===== config.mk =====
export PLATFORM = sky130hd
export DESIGN_NAME = ssd_scan_driver
export DESIGN_NICKNAME = d
export VERILOG_FILES = /design/src/rtl/ssd_scan_driver.sv
export SDC_FILE = /design/constraint.sdc
export NUM_CORES = 1
export LEC_CHECK = 0
export ABC_AREA = 1
export BUFFER_PORTS_ARGS = -buffer_cell sky130_fd_sc_hd__buf_4
export CELL_PAD_IN_SITES_DETAIL_PLACEMENT = 0
export CELL_PAD_IN_SITES_GLOBAL_PLACEMENT = 2
export CORE_MARGIN = 2
export CORE_UTILIZATION = 35
export DETAILED_ROUTE_END_ITERATION = 7
export HOLD_SLACK_MARGIN = 0.05
export PLACE_DENSITY_LB_ADDON = 0.1
export SLEW_MARGIN = 20
export SYNTH_ARGS = -nofsm -noshare
export SYNTH_HDL_FRONTEND = slang
export SYNTH_SLANG_ARGS = --single-unit

===== constraint.sdc =====
create_clock -name clk -period 4.3 [get_ports clk]
set_clock_uncertainty 0.2 [all_clocks]
set_input_delay 0.43 -clock clk [delete_from_list [all_inputs] [get_ports clk]]
set_output_delay 0.43 -clock clk [all_outputs]
set_load 0.01 [all_outputs]

===== src/rtl/ssd_scan_driver.sv =====
`default_nettype none
// ============================================================================
// Module   : ssd_scan_driver
// Brief    : Time-multiplexed driver for NUM_DIGITS active-low common-anode
//            seven-segment digits. Double-buffered hex value with tear-free
//            commits at frame boundaries, per-slot anti-ghosting blanking and
//            optional leading-zero suppression.
// Revision : 1.0 - initial release
// ============================================================================
module ssd_scan_driver #(
    parameter int NUM_DIGITS  = 4,
    parameter int REFRESH_DIV = 50000,
    parameter int BLANK_CYC   = 500
) (
    input  logic                    clk,
    input  logic                    reset,
    input  logic                    enable,
    input  logic                    load,
    input  logic [4*NUM_DIGITS-1:0] value,
    input  logic                    blank_lz,
    output logic [6:0]              seg,
    output logic [NUM_DIGITS-1:0]   an,
    output logic                    frame_done
);

    localparam int c_DIV_W = $clog2(REFRESH_DIV);
    localparam int c_IDX_W = (NUM_DIGITS > 1) ? $clog2(NUM_DIGITS) : 1;

    localparam logic [c_DIV_W-1:0] c_DIV_LAST = c_DIV_W'(REFRESH_DIV - 1);
    localparam logic [c_DIV_W-1:0] c_BLANK    = c_DIV_W'(BLANK_CYC);
    localparam logic [c_IDX_W-1:0] c_IDX_LAST = c_IDX_W'(NUM_DIGITS - 1);
    localparam logic [6:0]         c_SEG_OFF  = 7'h7F;

    logic [c_DIV_W-1:0]      r_div_cnt;
    logic [c_IDX_W-1:0]      r_idx;
    logic [4*NUM_DIGITS-1:0] r_active;
    logic [4*NUM_DIGITS-1:0] r_pending;
    logic                    r_pending_valid;
    logic [6:0]              r_seg;
    logic [NUM_DIGITS-1:0]   r_an;
    logic                    r_frame_done;

    logic                    w_div_wrap;
    logic                    w_boundary;
    logic                    w_commit;
    logic [3:0]              w_nib;
    logic                    w_zero_above;
    logic                    w_lz_blank;
    logic [6:0]              w_seg;
    logic [NUM_DIGITS-1:0]   w_an;

    // Active-low hex glyphs, bit order g..a
    function automatic logic [6:0] hex7(input logic [3:0] n);
        logic [6:0] s;
        case (n)
            4'h0:    s = 7'b1000000;
            4'h1:    s = 7'b1111001;
            4'h2:    s = 7'b0100100;
            4'h3:    s = 7'b0110000;
            4'h4:    s = 7'b0011001;
            4'h5:    s = 7'b0010010;
            4'h6:    s = 7'b0000010;
            4'h7:    s = 7'b1111000;
            4'h8:    s = 7'b0000000;
            4'h9:    s = 7'b0010000;
            4'hA:    s = 7'b0001000;
            4'hB:    s = 7'b0000011;
            4'hC:    s = 7'b1000110;
            4'hD:    s = 7'b0100001;
            4'hE:    s = 7'b0000110;
            default: s = 7'b0001110;
        endcase
        return s;
    endfunction

    assign w_div_wrap = (r_div_cnt == c_DIV_LAST);
    assign w_boundary = enable && w_div_wrap && (r_idx == c_IDX_LAST);
    // While dark, commit every cycle so a load is never left waiting
    assign w_commit   = w_boundary || !enable;

    // Select the current digit's nibble and whether it and all digits above are zero
    always_comb begin
        logic run;
        w_nib        = 4'h0;
        w_zero_above = 1'b0;
        run          = 1'b1;
        for (int i = NUM_DIGITS - 1; i >= 0; i--) begin
            run = run && (r_active[4*i +: 4] == 4'h0);
            if (r_idx == c_IDX_W'(i)) begin
                w_nib        = r_active[4*i +: 4];
                w_zero_above = run;
            end
        end
    end

    // Segment and anode patterns for the current counter state
    always_comb begin
        w_lz_blank = blank_lz && (r_idx != '0) && w_zero_above;
        w_seg      = c_SEG_OFF;
        if (enable && !w_lz_blank) begin
            w_seg = hex7(w_nib);
        end
        for (int i = 0; i < NUM_DIGITS; i++) begin
            w_an[i] = !(enable && (r_div_cnt >= c_BLANK) && (r_idx == c_IDX_W'(i)));
        end
    end

    // Slot and digit counters; held at zero while disabled
    always_ff @(posedge clk) begin
        if (reset || !enable) begin
            r_div_cnt <= '0;
            r_idx     <= '0;
        end else if (w_div_wrap) begin
            r_div_cnt <= '0;
            r_idx     <= (r_idx == c_IDX_LAST) ? '0 : r_idx + 1'b1;
        end else begin
            r_div_cnt <= r_div_cnt + 1'b1;
        end
    end

    // Double buffer: loads go to pending, a load in the commit cycle bypasses it
    always_ff @(posedge clk) begin
        if (reset) begin
            r_active        <= '0;
            r_pending       <= '0;
            r_pending_valid <= 1'b0;
        end else if (w_commit) begin
            if (load) begin
                r_active        <= value;
                r_pending_valid <= 1'b0;
            end else if (r_pending_valid) begin
                r_active        <= r_pending;
                r_pending_valid <= 1'b0;
            end
        end else if (load) begin
            r_pending       <= value;
            r_pending_valid <= 1'b1;
        end
    end

    // Registered pin outputs
    always_ff @(posedge clk) begin
        if (reset) begin
            r_seg        <= c_SEG_OFF;
            r_an         <= '1;
            r_frame_done <= 1'b0;
        end else begin
            r_seg        <= w_seg;
            r_an         <= w_an;
            r_frame_done <= w_boundary;
        end
    end

    assign seg        = r_seg;
    assign an         = r_an;
    assign frame_done = r_frame_done;

endmodule
`default_nettype wire


==> metrics.cfg <==
[cts]
ctsLongestPathBuffers=2
cts_setup_buffers=0
htreeDepth=3
cts.hold.buffers_added=0
root_buffer=clkbuf_8
cts_tree=built
cts_made_buffers=9
insertion_delay_ps=330
cts.sinks=63
clk_pin_slew_ps=70
cts_resized=0

[detailed_routing]
vias_per_cell=4.514
drc=0
routed_wl_mm=6.911
firstDrtPassIters=4
num_vias=2803
drt_iter0_markers=95
wl_per_cell_um=11.13
postRouteAntennaNets=0

[timing]
setup_violations=0
max-slew-margin-rel_pct=35.12
hold_viol_final=0
clock.fmax_mhz=401.0
fin_crit_sh_pct=58.00
drv_slew=0
tns_ps=0
min_period_ps=2494
tightest_slew_ps=967.3
rsz0062_at_grt=false

[run]
maxCapViolations=0

[grt]
grt_max_degree=35
antenna_found_initial=0
groute.usage.overall_pct=15.22
grt_pass1_vias=2543
grt-ovfl-total=0
grt_pass1_wl_mm=12.11

[die]
initial_core_util_pct=35.47
row_count=35
dieArea_um2=10020
die_x_um=100.1
die_h_um=100.1
ios=33
core_um2=9109

[finish]
drive_gt1_share_pct=14.12
ff_latch_area_um2=1261
final_nets=540
fillers=1024
multi_input_area_um2=1647
final_util_pct=40.40
area_delta_synth_final_pct=13.90
num_antenna_cells=0

[logic_synthesis]
synth_compound_area_share_pct=7.862
synth_simple_gate_area_share_pct=37.37
synth_top_family_by_area=simple AND/OR/NAND/NOR gates
ys_warn_count=0
synth_mux_area_share_pct=0
ys_seq_area_share_pct=39.04
ys_ff_latch=63
synth_area_um2=3231
synthAdderAreaFrac_pct=4.648
syn_nets=512
synth_xor_area_share_pct=1.084
synth_cell_types=30
syn_inst=479
syn_avg_cell_area_um2=6.744

[power_and_ir_drop]
p_leak_nw=1.720
finalPower_w=0.001220
irDropWorstVdd_mv=0.1250
p_per_area_nw_per_um2=331.4

[status]
outcome=finished, final reports clean

[critical_path]
path_max_fanout=7
cp.required_ps=4300
end_kind=register
cp_data_arrival_time_ps=2500
critPathKind=reg2reg
start_kind=register

[place]
port_buffers=32
post-dp-hpwl_mm=4.867
place.gp.congestion=0.7732

[worst_hold_path]
min_path_type=in2reg

==> placed cells by master, fill, tap and decap left out, types with 3 or more instances in the layout <==
master / count
nor2_1: 90
nand4_1: 5
nand2_1: 118
a21oi_1: 12
nor3_1: 5
o21ai_0: 31
nand2_2: 15
dfxtp_1: 63
buf_4: 32
clkbuf_8: 11
ha_1: 12
inv_1: 59
nor2_4: 3
nand3_1: 29
==> layer usage <==
metal	GRT usage, %	part of all wire [%]	vias up
met2	22.19	43	43
met1	22.01	53	1218
met5	0	0	-
met3	3.760	3.3	6
met4	5.058	1.0	0
li1	-	-	1536
==> flip-flops by register name (all words and copies together), names as in the netlist <==
name and flops:
frame_done 1, r_active 16, an 4, r_pending_valid 1, r_pending 16, seg 7
r_div_cnt 16, r_idx 2
==> cell type report <==
class / count / share of cell area [%]
tap: 111 / 3.774
inverter: 61 / 6.222
clock buffer: 13 / 4.318
sequential: 63 / 34.27
multi-input combinational: 340 / 44.75
timing repair buffer: 32 / 6.528
clock inverter: 1 / 0.1360
==> through the flow <==
step | hold slack (ps) | instances | setup WS [ps] | instance area [um2]
6_report | 122.4 | 621 | 1806 | 3680
5_1_grt | 110.8 | 621 | 1461 | 3680
4_1_cts | 109.2 | 621 | 1809 | 3680
3_5_place_dp | 258.8 | 607 | 1812 | 3516
3_3_place_gp | 245.8 | 607 | 1920 | 3516
2_1_floorplan | 230.0 | 479 | 2172 | 3231
==> worst paths after layout <==
kind                      startpoint                         to  slack [ps]  cells after the start
min reg2reg  r_div_cnt[0]$_SDFF_PP0_    r_div_cnt[0]$_SDFF_PP0_         270                      1
min                         value[0]  r_pending[0]$_SDFFE_PP0P_         120                      3
max reg2reg    r_idx[0]$_SDFFE_PP0N_          seg[5]$_SDFF_PP1_        1810                     10
max            r_idx[0]$_SDFFE_PP0N_          seg[5]$_SDFF_PP1_        1810                     10
==> worst max-delay path: stages, from the launching register on <==
cell     delay [ps]
dfxtp_1         330
inv_1           120
ha_1            310
inv_1           130
o21ai_0         510
inv_1           200
ha_1            260
nand3_1         120
nand2_1          70
nand2_1          50
nand3_1          70
==> cell families after synthesis <==
group | count (synthesis)
XOR/XNOR | 4
flip-flops | 63
AO/OA/AOI/OAI | 48
AND/OR/NAND/NOR | 276
buffers and inverters | 76
adder cells (fa/ha/maj) | 12
==> Yosys cell counts <==
master | instances | share of area [%]
buf_4 | 4 | 0.93
buf_6 | 2 | 0.70
nor2_4 | 3 | 1.0
a211oi_1 | 2 | 0.46
o21ai_2 | 1 | 0.27
inv_1 | 60 | 7.0
nand2_4 | 1 | 0.35
nand4_1 | 5 | 0.97
nor2_1 | 90 | 10
dfxtp_1 | 63 | 39
buf_2 | 6 | 0.93
o31ai_1 | 1 | 0.23
or2_2 | 2 | 0.39
nand4_4 | 1 | 0.66
xnor2_1 | 2 | 0.54
nor3_1 | 5 | 0.77
nor3b_1 | 1 | 0.23
nor2_2 | 2 | 0.39
nand2_1 | 118 | 14
a21oi_1 | 12 | 1.9
inv_2 | 1 | 0.12
nand3_2 | 2 | 0.62
clkbuf_1 | 3 | 0.35
nand3_1 | 29 | 4.5
nand2_2 | 15 | 2.9
ha_1 | 12 | 4.6
nor4_1 | 2 | 0.39
o211ai_1 | 1 | 0.23
xor2_1 | 2 | 0.54
o21ai_0 | 31 | 4.8
==> power by group <==
group | internal (W) | leakage (nW) | switching, W
Sequential | 0.000611 | 0.516 | 0.0000113
Combinational | 0.0000563 | 1.12 | 0.0000914
Clock | 0.000234 | 0.0854 | 0.000215
Total | 0.000902 | 1.72 | 0.000318
(Power assumes the default switching activity.)
